`config.mk`:
```
export PLATFORM = sky130hd
export DESIGN_NAME = complex_add_sub
export DESIGN_NICKNAME = d
export VERILOG_FILES = /design/src/rtl/complex_add_sub.sv
export SDC_FILE = /design/constraint.sdc
export NUM_CORES = 1
export LEC_CHECK = 0
export CAP_MARGIN = 10
export CORE_MARGIN = 2
export CORE_UTILIZATION = 45
export DETAILED_ROUTE_END_ITERATION = 7
export PLACE_DENSITY = 0.82
export REMOVE_ABC_BUFFERS = 1
export SLEW_MARGIN = 5
export SYNTH_ARGS = -nofsm -noshare
export SYNTH_HDL_FRONTEND = slang
export SYNTH_SLANG_ARGS = --single-unit
```
`constraint.sdc`:
```
create_clock -name clk -period 2.9 [get_ports clk]
set_clock_uncertainty 0.15 [all_clocks]
set_input_delay 0.58 -clock clk [delete_from_list [all_inputs] [get_ports clk]]
set_output_delay 0.58 -clock clk [all_outputs]
set_load 0.1 [all_outputs]
```
`src/rtl/complex_add_sub.sv`:
```
// complex_add_sub: first radix-2 DIT butterfly stage, a 4-point DFT of real samples with packed complex outputs.
// Define CAS_SATURATE_EN to clamp out-of-range output fields; by default they wrap to the low bits.
module complex_add_sub #(
    parameter int IN_W    = 16,
    parameter int FIELD_W = 8,
    localparam int OUT_W  = 2*FIELD_W+1
) (
    input  logic             clk,
    input  logic             rst_n,
    input  logic             in_valid,
    input  logic [IN_W-1:0]  x0,
    input  logic [IN_W-1:0]  x4,
    input  logic [IN_W-1:0]  x2,
    input  logic [IN_W-1:0]  x6,
    output logic             out_valid,
    output logic [OUT_W-1:0] y0r,
    output logic [OUT_W-1:0] y1r,
    output logic [OUT_W-1:0] y2r,
    output logic [OUT_W-1:0] y3r
);
    localparam int W1 = IN_W + 1;
    localparam int W2 = IN_W + 2;
    localparam logic signed [W2-1:0] F_MAX = W2'(2**(FIELD_W-1) - 1);
    localparam logic signed [W2-1:0] F_MIN = ~F_MAX;

    function automatic logic ovf(input logic signed [W2-1:0] v);
        return v > F_MAX || v < F_MIN;
    endfunction

    function automatic logic [FIELD_W-1:0] narrow(input logic signed [W2-1:0] v);
`ifdef CAS_SATURATE_EN
        return v > F_MAX ? F_MAX[FIELD_W-1:0] : v < F_MIN ? F_MIN[FIELD_W-1:0] : v[FIELD_W-1:0];
`else
        return v[FIELD_W-1:0];
`endif
    endfunction

    // Layout: real field, overflow flag, imag field.
    function automatic logic [OUT_W-1:0] pack(input logic signed [W2-1:0] re, input logic signed [W2-1:0] im);
        return {narrow(re), ovf(re) | ovf(im), narrow(im)};
    endfunction

    logic signed [W1-1:0] w_a, w_b, w_c, w_d;
    logic signed [W1-1:0] r_s0, r_d0, r_s1, r_d1;
    logic                 r_v1;
    logic signed [W2-1:0] w_s0, w_d0, w_s1, w_d1;

    assign w_a = {x0[IN_W-1], x0};
    assign w_b = {x4[IN_W-1], x4};
    assign w_c = {x2[IN_W-1], x2};
    assign w_d = {x6[IN_W-1], x6};

    always_ff @(posedge clk) begin
        if (!rst_n) begin
            r_s0 <= '0;
            r_d0 <= '0;
            r_s1 <= '0;
            r_d1 <= '0;
            r_v1 <= 1'b0;
        end else begin
            r_v1 <= in_valid;
            if (in_valid) begin
                r_s0 <= w_a + w_b;
                r_d0 <= w_a - w_b;
                r_s1 <= w_c + w_d;
                r_d1 <= w_c - w_d;
            end
        end
    end

    assign w_s0 = {r_s0[W1-1], r_s0};
    assign w_d0 = {r_d0[W1-1], r_d0};
    assign w_s1 = {r_s1[W1-1], r_s1};
    assign w_d1 = {r_d1[W1-1], r_d1};

    // X1 = d0 - j*d1, X3 = d0 + j*d1; X0/X2 are purely real.
    always_ff @(posedge clk) begin
        if (!rst_n) begin
            y0r       <= '0;
            y1r       <= '0;
            y2r       <= '0;
            y3r       <= '0;
            out_valid <= 1'b0;
        end else begin
            out_valid <= r_v1;
            if (r_v1) begin
                y0r <= pack(w_s0 + w_s1, '0);
                y1r <= pack(w_d0, -w_d1);
                y2r <= pack(w_s0 - w_s1, '0);
                y3r <= pack(w_d0, w_d1);
            end
        end
    end
endmodule

```
==> results.json <==
{
  "violations": "negative setup slack",
  "regArea_mm2": 0.00221,
  "layout.nets": 1599,
  "fin_area_mm2": 0.0125,
  "worst-path-max-fanout": 2,
  "clkTransAtPathRegs_ps": 80,
  "hpwl_um": 19900,
  "crit_family": "compound AO/OA/AOI/OAI gates",
  "switching_share_pct": 40.7,
  "antenna_found_initial": 2,
  "cp_cell_sequence": "inv_1 -> ha_1 -> a2111o_1 -> a311o_1 -> a311oi_2 -> buf_4 -> o31ai_1 -> a21oi_2 -> xnor2_2 -> nand4_1 -> nor4_2 -> o31ai_1",
  "synth_warnings": 0,
  "rows": 52,
  "synthArstFlopShare_pct": 0,
  "criticalPathCategory": "flip-flop to flip-flop",
  "grt_pass1_wl_um": 43000,
  "cpMostUsedCell": "o31ai_1",
  "multi_input_area_mm2": 0.00668,
  "p_leak_nw": 5.66,
  "setup_violations": 4,
  "max_cap_viol_count": 0,
  "synth_ff_type": "dfxtp_1",
  "root_buffer": "clkbuf_16",
  "grt_usage_pct": 24.5,
  "pwr-share-comb_pct": 49.3,
  "p_sw_mw": 2.50,
  "crit_arrival_ps": 3170,
  "r2r_start": "r_s1[3]",
  "synth_cells": 1172,
  "critical-path-slowest-cell": "a2111o_1",
  "grt_overflow": 0,
  "dpl-instance-area_mm2": 0.0114,
  "syn_area_mm2": 0.00909,
  "r2r_setup_slack_ps": -170,
  "rr_worst_depth": 12,
  "io_buffers": 119,
  "ctsHtreeMaxLevel": 3,
  "power_density_mw_per_mm2": 490,
  "area_growth_pct": 37.8,
  "status": "finished, violations left",
  "first_pass_iters": 5,
  "clkPwrFrac_pct": 21.8,
  "gp_congestion": 0.927,
  "clk_latency_ps": 370,
  "ant_nets": 0,
  "fmax_ghz": 0.326,
  "drt_iter0_markers": 658,
  "cp-start-kind": "flip-flop",
  "power_frac_seq_pct": 29.0,
  "fillers": 1671,
  "initial_core_util_pct": 45.4,
  "rsz0062_at_grt": "yes",
  "p_int_mw": 3.64,
  "slew_headroom_pct": 62.8,
  "cts_sinks": 110,
  "timing.final.ws_setup_ps": -169,
  "synth_cell_type_count": 71,
  "hold_violations": 0,
  "layout-drive-gt1-share_pct": 26.8,
  "cp.depth": 12,
  "hold_path.class": "flip-flop to flip-flop",
  "vias_per_cell": 5.44,
  "worstPathRequired_ps": 3000,
  "ios": 136,
  "tns_ps": -321,
  "wire_per_inst_um": 15.9,
  "synth_edf_count": 0,
  "cpPeakStageDelay_ps": 430,
  "synth_top_cell_by_area": "dfxtp_1",
  "core_area_mm2": 0.0200,
  "layout_min_cycle_time_ps": 3070,
  "die_h_um": 146,
  "endpoint_kind": "flip-flop",
  "fin_crit_sh_pct": 106,
  "synth_top_cell_area_share_pct": 24.2,
  "final_util_pct": 62.5,
  "ys_top_cells_by_area": "dfxtp_1, ha_1, nor2_1, xnor2_1, mux2i_1",
  "n_antenna_cell": 0,
  "slew_viol_final": 0,
  "tightest_slew_ps": 559,
  "grt_max_degree": 101,
  "crit_buf_inv": 2,
  "wirelength_um": 27100,
  "holdWs_ps": 328,
  "syn_area_per_cell_um2": 7.76,
  "cp-startpoint": "r_s1[3]",
  "drc": 0,
  "r2r-end": "y2r[8]",
  "dr_total_vias": 9253,
  "ys_ff_latch": 110,
  "cts.path.max_buffers": 2,
  "numCtsBuffers": 9,
  "power_mw": 6.14,
  "cts_tree": "built",
  "die-area_mm2": 0.0214,
  "hold_path.startpoint": "y0r[8]",
  "ir_drop_uv": 348,
  "endpoint": "y2r[8]",
  "die_w_um": 146,
  "synth_seq_area_share_pct": 24.2,
  "first_global_vias": 9034
}
[metal layers]
layer | vias up | share of wire, % | global-route usage, %
met2 | 287 | 49 | 43.6
li1 | 4538 | - | -
met1 | 4351 | 42 | 29.4
met3 | 75 | 5.4 | 4.56
met5 | - | 0.048 | 0
met4 | 2 | 3.2 | 9.17
[stage by stage]
step	cells	setup WS, ps
2_1_floorplan	1098	-349
3_3_place_gp	1660	-731
3_5_place_dp	1660	-801
4_1_cts	1697	-131
5_1_grt	1701	-321
6_report	1701	-169
[worst reg2reg max path, delay by kind of cell, from the launching register on]
| family | cells | cell delay (ps) |
|---|---|---|
| DFF | 1 | 360 |
| AOI/OAI and AO/OA | 6 | 1420 |
| buffers and inverters | 2 | 240 |
| adders and majority gates | 1 | 190 |
| and+or+nand+nor | 2 | 440 |
| xor gates and xnor gates | 1 | 140 |
[synth_stat cells (13+ instances only)]
| library cell | number |
|---|---|
| nor4_1 | 13 |
| buf_4 | 26 |
| nor2_1 | 165 |
| dfxtp_1 | 110 |
| nor3_1 | 32 |
| mux2i_1 | 52 |
| xnor2_1 | 66 |
| clkbuf_1 | 55 |
| a211oi_1 | 45 |
| nand3_1 | 19 |
| a21oi_1 | 76 |
| nor2b_1 | 22 |
| ha_1 | 100 |
| inv_1 | 92 |
| nand2_1 | 55 |
| o21ai_0 | 27 |
[worst min path at each step]
stage | slack [ps] | end | depth (start not counted)
floorplan | 310 | r_d0[1] | 2
detailed placement | 320 | y0r[8] | 2
CTS | 330 | y0r[8] | 2
global placement | 320 | r_d0[1] | 2
finish | 330 | y0r[8] | 2
global route | 350 | r_d0[1] | 2
[repair_timing]
item                       4_1_cts  5_1_grt
pin swaps                       42       28
setup endpoints to repair       29       23
resized for setup               89       59
buffers inserted                21       12
hold buffers                     0        0
[cell families (layout without fill, tap and decap cells)]
kind of cell             Yosys count  in the layout  share of synthesized area (%)
AND/OR/NAND/NOR                  372            372                           19.4
AO/OA/AOI/OAI                    261            261                           19.0
buffers and inverters            192            436                           9.01
flip-flops                       110            110                           24.2
adder cells (fa/ha/maj)          106            106                           15.1
XOR/XNOR                          76             76                           7.32
multiplexers                      54             54                           5.97
other                              1             16                         0.0412
[layout by cell type (no fill, tap or decap), drive strengths merged, types with 7 or more instances in the layout]
cell,count
buf,252
nor2,165
dfxtp,110
inv,105
ha,100
a21oi,77
xnor2,66
nand2,55
mux2i,52
a211oi,45
clkdlybuf4s50,44
o21ai,39
nor3,32
nor2b,22
nand3,19
conb,16
nor4,14
or3,12
a31oi,12
o31ai,11
o21bai,11
clkbuf,11
nand4,10
xor2,10
nand2b,9
dlygate4sd2,8
dlymetal6s2s,8
o22ai,7
a311oi,7
[power groups by stage]
stage               registers, mW  clock network (mW)  logic, mW
global placement             1.80                   0       2.70
floorplan                    2.14                   0       1.45
finish                       1.78                1.33       3.02
global route                 1.80                1.41       3.25
detailed placement           1.81                   0       2.75
CTS                          1.78                1.36       2.89
[layout make-up]
class | count | share of cell area, %
clock inverters | 6 | 0.609
well taps | 270 | 2.70
clock buffers | 10 | 1.91
inverters | 103 | 3.09
flip-flops and latches | 110 | 17.6
multi-input cells | 885 | 53.3
repair buffers | 317 | 20.8
[sequential cells by signal (all words and copies together) (netlist names)]
register   count
out_valid      1
r_d0          16
r_d1          16
r_s0          17
r_s1          17
r_v1           1
y0r            8
y1r           17
y2r            9
y3r            8
Note: power is estimated with default switching activity, not from simulation.
